[src/rtl/ifetch_pkg.sv]
// ----------------------------------------------------------------------------
// ifetch_pkg
// Shared constants and types for the instruction-fetch slice:
//   - XLEN / ILEN         : address and instruction widths
//   - NOP_INSTR           : filler instruction placed in exception entries
//   - EXC_INSTR_*         : fetch exception cause codes
//   - fetch_entry_t       : one fetch-queue entry (pc, instr, exception info)
//   - fetch_state_t       : RUN / HALT state of the fetch FSM
// ----------------------------------------------------------------------------
package ifetch_pkg;

   localparam int XLEN = 64;
   localparam int ILEN = 32;

   localparam logic [ILEN-1:0] NOP_INSTR = 32'h0000_0013;

   localparam logic [3:0] EXC_INSTR_MISALIGNED = 4'd0;
   localparam logic [3:0] EXC_INSTR_ACCESS     = 4'd1;

   // 64 + 32 + 1 + 4 + 64 = 165 bits
   typedef struct packed {
      logic [XLEN-1:0] pc;
      logic [ILEN-1:0] instr;
      logic            exc_en;
      logic [3:0]      exc_code;
      logic [XLEN-1:0] exc_val;
   } fetch_entry_t;

   localparam int ENTRY_W = $bits(fetch_entry_t);

   typedef enum logic {
      ST_RUN  = 1'b0,
      ST_HALT = 1'b1
   } fetch_state_t;

   // Instructions are 4-byte aligned; any low address bit set is a fault.
   function automatic logic is_misaligned(input logic [XLEN-1:0] addr);
      return addr[1:0] != 2'b00;
   endfunction

endpackage

[src/rtl/ifetch_unit_fetch_queue.sv]
// ----------------------------------------------------------------------------
// fetch_queue
// Small synchronous FIFO holding fetched entries between the fetch stage and
// decode.
//   clk, rst    : clock and synchronous active-high reset
//   push        : write push_data at the tail (ignored if full and no pop)
//   push_data   : entry to enqueue
//   pop         : remove the head entry (ignored when empty)
//   flush       : discard all entries; wins over push, a same-cycle pop is
//                 simply absorbed by the flush
//   head_data   : entry at the head (meaningless when empty)
//   count       : number of stored entries
//   full, empty : occupancy flags
// DEPTH must be a power of two so the pointers wrap naturally.
// ----------------------------------------------------------------------------
module fetch_queue #(
   parameter int DEPTH = 2,
   parameter int WIDTH = 165
) (
   input  logic                     clk,
   input  logic                     rst,
   input  logic                     push,
   input  logic [WIDTH-1:0]         push_data,
   input  logic                     pop,
   input  logic                     flush,
   output logic [WIDTH-1:0]         head_data,
   output logic [$clog2(DEPTH):0]   count,
   output logic                     full,
   output logic                     empty
);

   localparam int PW = $clog2(DEPTH);
   localparam logic [PW:0] DEPTH_CNT = (PW+1)'(DEPTH);
   localparam logic [PW:0] ONE_CNT   = (PW+1)'(1);
   localparam logic [PW-1:0] ONE_PTR = PW'(1);

   logic [WIDTH-1:0] storage [DEPTH];
   logic [PW-1:0]    rd_ptr;
   logic [PW-1:0]    wr_ptr;
   logic             do_push;
   logic             do_pop;

   // Qualify the raw requests: a push into a full queue is only legal when
   // the head leaves in the same cycle, and a flush suppresses the push.
   always_comb begin
      empty   = (count == '0);
      full    = (count == DEPTH_CNT);
      do_pop  = pop && !empty;
      do_push = push && !flush && (!full || do_pop);
   end

   // Pointer and occupancy bookkeeping.
   always_ff @(posedge clk) begin
      if (rst) begin
         rd_ptr <= '0;
         wr_ptr <= '0;
         count  <= '0;
      end else if (flush) begin
         rd_ptr <= '0;
         wr_ptr <= '0;
         count  <= '0;
      end else begin
         if (do_push) begin
            wr_ptr <= wr_ptr + ONE_PTR;
         end
         if (do_pop) begin
            rd_ptr <= rd_ptr + ONE_PTR;
         end
         case ({do_push, do_pop})
            2'b10:   count <= count + ONE_CNT;
            2'b01:   count <= count - ONE_CNT;
            default: count <= count;
         endcase
      end
   end

   // Entry storage has no reset; its contents only matter once count says so.
   always_ff @(posedge clk) begin
      if (do_push) begin
         storage[wr_ptr] <= push_data;
      end
   end

   assign head_data = storage[rd_ptr];

endmodule

[src/rtl/ifetch_unit.sv]
// ----------------------------------------------------------------------------
// ifetch_unit
// Instruction-fetch initiator for a combinational instruction memory. Holds
// the PC, forms one tagged entry per fetch and buffers it in fetch_queue for
// decode. A redirect flushes the queue and restarts fetch at redirect_pc; a
// fetch exception enqueues one exception entry and halts fetch until the
// next redirect or reset.
//   clk, rst            : clock, synchronous active-high reset
//   pc_addr             : fetch address (PC register)
//   instruction         : word returned by memory for pc_addr
//   exc_en/code/val     : memory fetch exception for pc_addr
//   redirect_en/pc      : flush and restart fetch at redirect_pc
//   out_valid/ready     : handshake towards decode
//   out_pc/instr/exc_*  : head entry fields (all zero while the queue is empty)
//   fetch_halted        : fetch stopped after an exception entry
// ----------------------------------------------------------------------------
module ifetch_unit
   import ifetch_pkg::*;
#(
   parameter logic [63:0] RESET_VECTOR = 64'h0,
   parameter int          FQ_DEPTH     = 2
) (
   input  logic            clk,
   input  logic            rst,
   output logic [XLEN-1:0] pc_addr,
   input  logic [ILEN-1:0] instruction,
   input  logic            exc_en,
   input  logic [3:0]      exc_code,
   input  logic [XLEN-1:0] exc_val,
   input  logic            redirect_en,
   input  logic [XLEN-1:0] redirect_pc,
   output logic            out_valid,
   input  logic            out_ready,
   output logic [XLEN-1:0] out_pc,
   output logic [ILEN-1:0] out_instr,
   output logic            out_exc_en,
   output logic [3:0]      out_exc_code,
   output logic [XLEN-1:0] out_exc_val,
   output logic            fetch_halted
);

   fetch_state_t state;
   fetch_state_t state_next;

   logic [XLEN-1:0]           pc;
   logic                      fetch_run;
   logic                      enq;
   logic                      deq;
   fetch_entry_t              new_entry;
   fetch_entry_t              head_entry;
   fetch_entry_t              head_vis;
   logic [$clog2(FQ_DEPTH):0] q_count;
   logic                      q_full;
   logic                      q_empty;

   // Entry formation. A misaligned PC never reaches memory semantically, so
   // it takes priority over whatever exception the memory reports.
   always_comb begin
      new_entry    = '0;
      new_entry.pc = pc;
      if (is_misaligned(pc)) begin
         new_entry.instr    = NOP_INSTR;
         new_entry.exc_en   = 1'b1;
         new_entry.exc_code = EXC_INSTR_MISALIGNED;
         new_entry.exc_val  = pc;
      end else if (exc_en) begin
         new_entry.instr    = NOP_INSTR;
         new_entry.exc_en   = 1'b1;
         new_entry.exc_code = exc_code;
         new_entry.exc_val  = exc_val;
      end else begin
         new_entry.instr    = instruction;
      end
   end

   // Handshake and enqueue decision. A full queue still accepts a new entry
   // when the head is consumed in the same cycle; redirect blocks enqueue.
   always_comb begin
      deq = out_valid && out_ready;
      enq = fetch_run && (!q_full || deq) && !redirect_en;
   end

   // PC register: reset beats redirect, redirect beats sequential advance.
   // An exception entry leaves the PC on the faulting address.
   always_ff @(posedge clk) begin
      if (rst) begin
         pc <= RESET_VECTOR;
      end else if (redirect_en) begin
         pc <= redirect_pc;
      end else if (enq && !new_entry.exc_en) begin
         pc <= pc + 64'd4;
      end
   end

   // FSM state register.
   always_ff @(posedge clk) begin
      if (rst) begin
         state <= ST_RUN;
      end else begin
         state <= state_next;
      end
   end

   // FSM next state: redirect is the only way out of HALT; enqueuing an
   // exception entry is the only way in.
   always_comb begin
      state_next = state;
      if (redirect_en) begin
         state_next = ST_RUN;
      end else if (state == ST_RUN && enq && new_entry.exc_en) begin
         state_next = ST_HALT;
      end
   end

   // FSM outputs.
   always_comb begin
      fetch_run    = (state == ST_RUN);
      fetch_halted = (state == ST_HALT);
   end

   fetch_queue #(
      .DEPTH (FQ_DEPTH),
      .WIDTH (ENTRY_W)
   ) u_fetch_queue (
      .clk       (clk),
      .rst       (rst),
      .push      (enq),
      .push_data (new_entry),
      .pop       (deq),
      .flush     (redirect_en),
      .head_data (head_entry),
      .count     (q_count),
      .full      (q_full),
      .empty     (q_empty)
   );

   // Stale storage is hidden so the head fields read as zero when empty.
   always_comb begin
      head_vis = q_empty ? fetch_entry_t'('0) : head_entry;
   end

   assign pc_addr      = pc;
   assign out_valid    = (q_count != '0);
   assign out_pc       = head_vis.pc;
   assign out_instr    = head_vis.instr;
   assign out_exc_en   = head_vis.exc_en;
   assign out_exc_code = head_vis.exc_code;
   assign out_exc_val  = head_vis.exc_val;

endmodule

[config.mk]
export PLATFORM = sky130hd
export DESIGN_NAME = ifetch_unit
export DESIGN_NICKNAME = d
export VERILOG_FILES = /design/src/rtl/ifetch_pkg.sv /design/src/rtl/ifetch_unit_fetch_queue.sv /design/src/rtl/ifetch_unit.sv
export SDC_FILE = /design/constraint.sdc
export NUM_CORES = 1
export LEC_CHECK = 0
export CORE_AREA = 2 2 249 251
export CTS_CLUSTER_DIAMETER = 100
export DETAILED_ROUTE_END_ITERATION = 12
export DIE_AREA = 0 0 251 253
export MAX_ROUTING_LAYER = met4
export SETUP_SLACK_MARGIN = 0.2
export SLEW_MARGIN = 15
export SYNTH_ARGS = -nofsm -noshare
export SYNTH_HDL_FRONTEND = slang
export SYNTH_HIERARCHICAL = 1
export SYNTH_SLANG_ARGS = --single-unit
export TNS_END_PERCENT = 30
[constraint.sdc]
create_clock -name clk -period 33.7 [get_ports clk]
set_input_delay 6.74 -clock clk [delete_from_list [all_inputs] [get_ports clk]]
set_output_delay 6.74 -clock clk [all_outputs]
set_load 0.02 [all_outputs]
## Word-level counts from Yosys, hierarchy flattened

Memories as Yosys holds them, arrays and structs flattened. A register that Yosys moved wholly into a read port is not among the register bits.
Cells that the tools add are included.

| storage, ports and cells | value |
|---|---|
| bits of input ports | 169 |
| memories kept | 1 |
| RAM bits | 330 |
| output and inout port bits | 231 |
| register bits after elaboration | 69 |

| operators by class | value |
|---|---|
| reduce and logical (&&, ||, !) cells | 21 |
| multiplexer cells | 11 |
| equal/unequal tests | 3 |
| add/subtract/negate cells | 5 |
| bitwise operators | 1 |

Memories:

| name | words | width | rd ports | clocked after memory_dff | wr ports | RTL line | text |
|---|---|---|---|---|---|---|---|
| u_fetch_queue.storage | 2 | 165 | 1 | 1 | 1 | ifetch_unit_fetch_queue.sv:37 | `logic [WIDTH-1:0] storage [DEPTH];` |

Operators by type and width:

| operator | number |
|---|---|
| 2-to-1 mux 165 bit | 1 |
| 2-to-1 mux 64 bit | 2 |
| 2-to-1 mux 101 bit | 1 |
| 2-to-1 mux 69 bit | 1 |
| adder 64 x 3 -> 64 bit (second input constant) | 1 |
| 2-to-1 mux 32 bit | 1 |
| logical AND 1 bit | 9 |
| nonzero test 2 bit | 4 |
| equality test 2 bit (second input constant) | 2 |
| logical NOT 1 bit | 4 |
| 2-to-1 mux 1 bit | 4 |
| one-hot mux 2 bit (2 select lines) | 1 |
| adder 1 bit (second input constant) | 2 |
| adder 2 x 1 -> 2 bit (second input constant) | 1 |
| equality test 2 x 1 -> 1 bit (second input constant) | 1 |
| logical NOT 2 bit | 1 |
| logical OR 1 bit | 2 |
| OR reduction 2 bit | 1 |
| subtractor 2 x 1 -> 2 bit (second input constant) | 1 |
| NOT 1 bit | 1 |

## Depth between registers and ports, before layout

| logic depth | value |
|---|---|
| depth in word-level cells | 9 |
| gate-level depth with buffers | 9 |

## Hierarchy

Netlist, hierarchy kept.

Modules (own cells, without submodules):

| module | area each (um2) | instances | seq. area each (um2) | cells each |
|---|---|---|---|---|
| fetch_queue | 12,139.1 | 1 | 10,009.6 | 543 |
| ifetch_unit | 6,575.1 | 1 | 1,301.2 | 993 |

## Least setup slack after synthesis

OpenSTA, ideal clock, no wires.

| timing path | value |
|---|---|
| path kind | input to register |
| start point | input redirect_en |
| end point | memory u_fetch_queue.storage[1][0] (enable) |
| data required time | 32,774 ps |
| data arrival time | 19,654 ps |
| stages on the path | 5 |
| path buffers | 2 |
| slack | 13,120 ps |
| path through | clkbuf_1 -> clkbuf_1 -> a211oi_1 -> nand2b_1 -> nor3b_1 |

| on the way | value |
|---|---|
| word-level cells in the longest chain between the ends | 6 |

RTL lines:

| element | RTL line | text |
|---|---|---|
| start, declared | ifetch_unit.sv:30 | `input logic redirect_en,` |
| logical NOT 1 bit | ifetch_unit.sv:80 | `enq = fetch_run && (!q_full \|\| deq) && !redirect_en;` |
| logical AND 1 bit | ifetch_unit.sv:80 |  |
| named net enq | ifetch_unit.sv:47 | `logic enq;` |
| logical AND 1 bit (2 in series) | ifetch_unit_fetch_queue.sv:49 | `do_push = push && !flush && (!full \|\| do_pop);` |
| 2-to-1 mux 1 bit | ifetch_unit_fetch_queue.sv:79 | `if (do_push) begin` |
| 2-to-1 mux 1 bit (not written as such) | ifetch_unit_fetch_queue.sv:80 | `storage[wr_ptr] <= push_data;` |
| end, declared | ifetch_unit_fetch_queue.sv:37 |  |

The timed path passes the listed nets, and every way through them passes these cells.

## Worst setup path in the final report

| timing path | value |
|---|---|
| start point | input out_ready |
| end point | memory u_fetch_queue.storage[1][35] (enable) |

| on the way | value |
|---|---|
| word-level cells in the longest chain between the ends | 8 |
| elaborated cells between the ends (all ways) | 10 |

RTL lines:

| element | RTL line | text |
|---|---|---|
| start, declared | ifetch_unit.sv:33 | `input logic out_ready,` |
| logical AND 1 bit | ifetch_unit.sv:79 | `deq = out_valid && out_ready;` |
| logical OR 1 bit | ifetch_unit.sv:80 |  |
| logical AND 1 bit (2 in series) | ifetch_unit.sv:80 |  |
| named net enq | ifetch_unit.sv:47 |  |
| logical AND 1 bit (2 in series) | ifetch_unit_fetch_queue.sv:49 |  |
| 2-to-1 mux 1 bit | ifetch_unit_fetch_queue.sv:79 |  |
| 2-to-1 mux 1 bit (not written as such) | ifetch_unit_fetch_queue.sv:80 |  |

The timed path passes the listed nets, and every way through them passes these cells.

==> impl_metrics.py <==
metrics = {
    "status": {
        "status": "complete, no violations",
    },
    "placement": {
        "hpwlAfterDp_um": 37750,
        "gp_congestion": 0.7619,
        "numPortBuffers": 399,
        "dpl.cell_count": 2587,
    },
    "power_and_ir_drop": {
        "ir_worst_vdd_mv": 0.03410,
        "p_int_uw": 910.7,
        "combPwrFrac": 0.107,
        "p_total_mw": 1.202,
        "p_seq_frac": 0.478,
        "p_sw_frac": 0.2421,
        "power_frac_clock": 0.415,
        "p_leak_nw": 8.048,
        "power_density_mw_per_mm2": 48.98,
        "p_switching_uw": 290.9,
    },
    "cts": {
        "tritoncts": "done",
        "path_clk_slew_ps": 60,
        "cts_hold_buf": 0,
        "cts_buffers": 45,
        "clk_path_buf_depth": 3,
        "cts_resized": 0,
        "h-tree-depth": 2,
        "post_cts_buffers": 0,
        "clk_latency_ps": 580,
        "cts_root_buf": "clkbuf_16",
        "clock_sinks": 400,
    },
    "min_path": {
        "hold_path_class": "reg2reg",
    },
    "drt": {
        "viasPerCell": 4.939,
        "ant_nets": 0,
        "drt_iter0_drc": 818,
        "drc": 0,
        "drt-total-wl_um": 56640,
        "num_vias": 13250,
        "first_pass_iters": 5,
        "wl_per_cell_um": 21.11,
    },
    "floorplanning": {
        "ioPinCount": 400,
        "initial_core_util": 0.3066,
        "fp.dieArea_sq_mm": 0.06350,
        "die_y_um": 253,
        "core_area_sq_mm": 0.06103,
        "rows": 91,
        "dieWidth_um": 251,
    },
    "global_route": {
        "grtUsageTotal": 0.1778,
        "grt_pass1_vias": 13480,
        "gr-total-overflow": 0,
        "grt_pass1_wl_um": 83550,
        "antenna_found_initial": 13,
        "grt_max_degree": 101,
    },
    "finish": {
        "syn_to_final_growth_pct": 31.09,
        "fillers": 5765,
        "drive_above_1_share": 0.1404,
        "fin_cells": 2683,
        "post-route-util": 0.4020,
        "nets": 2014,
    },
    "sta": {
        "final_hold_viol_count": 0,
        "clock.fmax_ghz": 0.09687,
        "finalSetupTns_ps": 0,
        "fin_skew_ps": 24.08,
        "finalSetupViolations": 0,
        "slew_viol_final": 0,
        "fin_crit_sh": 0.3063,
        "slew_headroom": 0.3262,
        "worst_pin_slew_ps": 1006,
        "rsz0062_at_grt": "false",
        "fin_crit_ps": 10320,
    },
    "critical_path": {
        "crit_required_ps": 33890,
        "end_kind": "flop",
        "path_max_fanout": 62,
        "path_class": "in2reg",
        "startpoint_type": "primary input",
        "worst_ep_arrival_time_ps": 10510,
    },
    "synth": {
        "yosysSeqAreaShare": 0.6044,
        "syn_area_per_cell_sq_um": 12.18,
        "ys_ff_latch": 400,
        "synth_fp_nets": 1706,
        "synthDistinctLibCells": 59,
        "netlist_area_sq_mm": 0.01871,
        "synthFlopType": "edfxtp_1",
        "async_reset_ff_frac": 0,
        "synth_edf_count": 330,
        "synthCells": 1536,
        "synth_warnings": 6,
    },
    "flow_run": {
        "maxCapViolCount": 0,
    },
}
[critical path, stage by stage]
cell             delay (ps)
clkdlybuf4s50_1         460
o21ai_1                 250
a211oi_1                630
nand2b_1                210
nor3b_2                 840
buf_4                   530
buf_4                   740
[metrics by stage]
stage / cell area (sq um) / worst slack [ps] / hold WS [ps]
3_3_place_gp: 23010 / 22920 / 528.8
5_1_grt: 24530 / 23110 / 564.1
6_report: 24530 / 23380 / 539.8
2_1_floorplan: 18710 / 13120 / 446.8
3_5_place_dp: 23010 / 22810 / 531.1
4_1_cts: 24500 / 23420 / 541.9
[power groups by stage]
stage / Clock (mW) / Sequential (mW) / Combinational [mW]
after floorplan: 0 / 0.579 / 0.0729
after global placement: 0 / 0.583 / 0.128
after detailed placement: 0 / 0.585 / 0.129
after CTS: 0.512 / 0.574 / 0.130
after global routing: 0.531 / 0.577 / 0.138
final: 0.499 / 0.574 / 0.128
[synth_stat cells (4+ instances only)]
cell type	count	area, sq um
edfxtp_1	330	9910
nor2b_1	167	1045
nand2_1	149	559.3
mux2_2	148	1667
nand3_1	84	420.4
clkbuf_1	70	262.8
dfxtp_1	70	1401
nor2_1	66	247.7
buf_4	64	480.5
a311oi_1	31	271.5
and2_1	31	193.9
nand4_1	29	181.4
o21ai_0	27	135.1
or4_1	21	157.7
a211oi_1	20	150.1
buf_2	20	100.1
nor4_1	20	125.1
inv_1	18	67.56
mux2_1	17	191.4
o31ai_1	16	120.1
xnor2_1	12	105.1
nor3_1	11	55.05
or3_1	11	68.82
a21oi_1	10	50.05
and3_1	10	62.56
xor2_1	9	78.83
or2_2	8	50.05
and4_1	7	61.31
o31a_1	7	61.31
buf_1	5	18.77
o21bai_1	5	37.54
a2111oi_0	4	35.03
mux2i_1	4	40.04
nor3b_1	4	30.03
[registers in the layout, indices dropped and copies added (netlist names), named ones only]
register / flops
pc_addr: 64
u_fetch_queue/wr_ptr: 1
u_fetch_queue/storage: 330
u_fetch_queue/count: 2
u_fetch_queue/rd_ptr: 1
fetch_halted: 1
[placed cells by master (no fill, tap or decap), types with 11 or more instances in the layout]
cell type / instances
buf_4: 25
dfxtp_1: 69
mux2_2: 148
diode_2: 12
or4_1: 21
edfxtp_1: 330
nand2_1: 149
nor4_1: 20
or3_1: 11
and2_1: 31
a211oi_1: 20
nor2_1: 64
xnor2_1: 12
nand3_1: 84
inv_1: 17
clkbuf_16: 45
o21ai_0: 27
mux2_1: 17
nor2b_1: 167
o31ai_1: 16
nor3_1: 11
clkdlybuf4s50_1: 396
nand4_1: 29
a311oi_1: 31
[layout make-up]
cell class	count	area, sq um	area share
flip-flops and latches	400	11310	0.4612
multi-input cells	956	6474	0.2639
diodes	12	30.03	0.001224
clock buffers	53	1156	0.04713
clock inverters	31	331.6	0.01352
repair buffers	422	4156	0.1694
well taps	790	988.4	0.04029
inverters	19	81.33	0.003315
[path summary, 6_finish.rpt]
kind	startpoint	endpoint	slack [ps]	cells past startpoint
max reg2reg	u_fetch_queue/count[0]	u_fetch_queue/storage[1][35]	29340	6
min	u_fetch_queue/wr_ptr	u_fetch_queue/wr_ptr	540	2
max	out_ready	u_fetch_queue/storage[1][35]	23380	7
min reg2reg	u_fetch_queue/wr_ptr	u_fetch_queue/wr_ptr	540	2
[per-layer routing]
layer / vias up / part of all wire / routed length [um] / GRT usage
met1: 6567 / 0.43 / 24540 / 0.2230
met5: - / 0 / 0 / -
met3: 66 / 0.065 / 3663 / 0.04184
met4: 0 / 0.019 / 1069 / 0.04966
li1: 6200 / - / - / -
met2: 419 / 0.48 / 27360 / 0.2877
[logic make-up after synthesis]
logic type,Yosys count,share of synthesized area
flops,400,0.6044
mux,169,0.1014
fa+ha+maj,1,0.0006685
simple gates,629,0.1800
buf+inv,180,0.05074
xor+xnor,21,0.009828
compound gates,136,0.05295
Power figures use the tool's default switching activity.
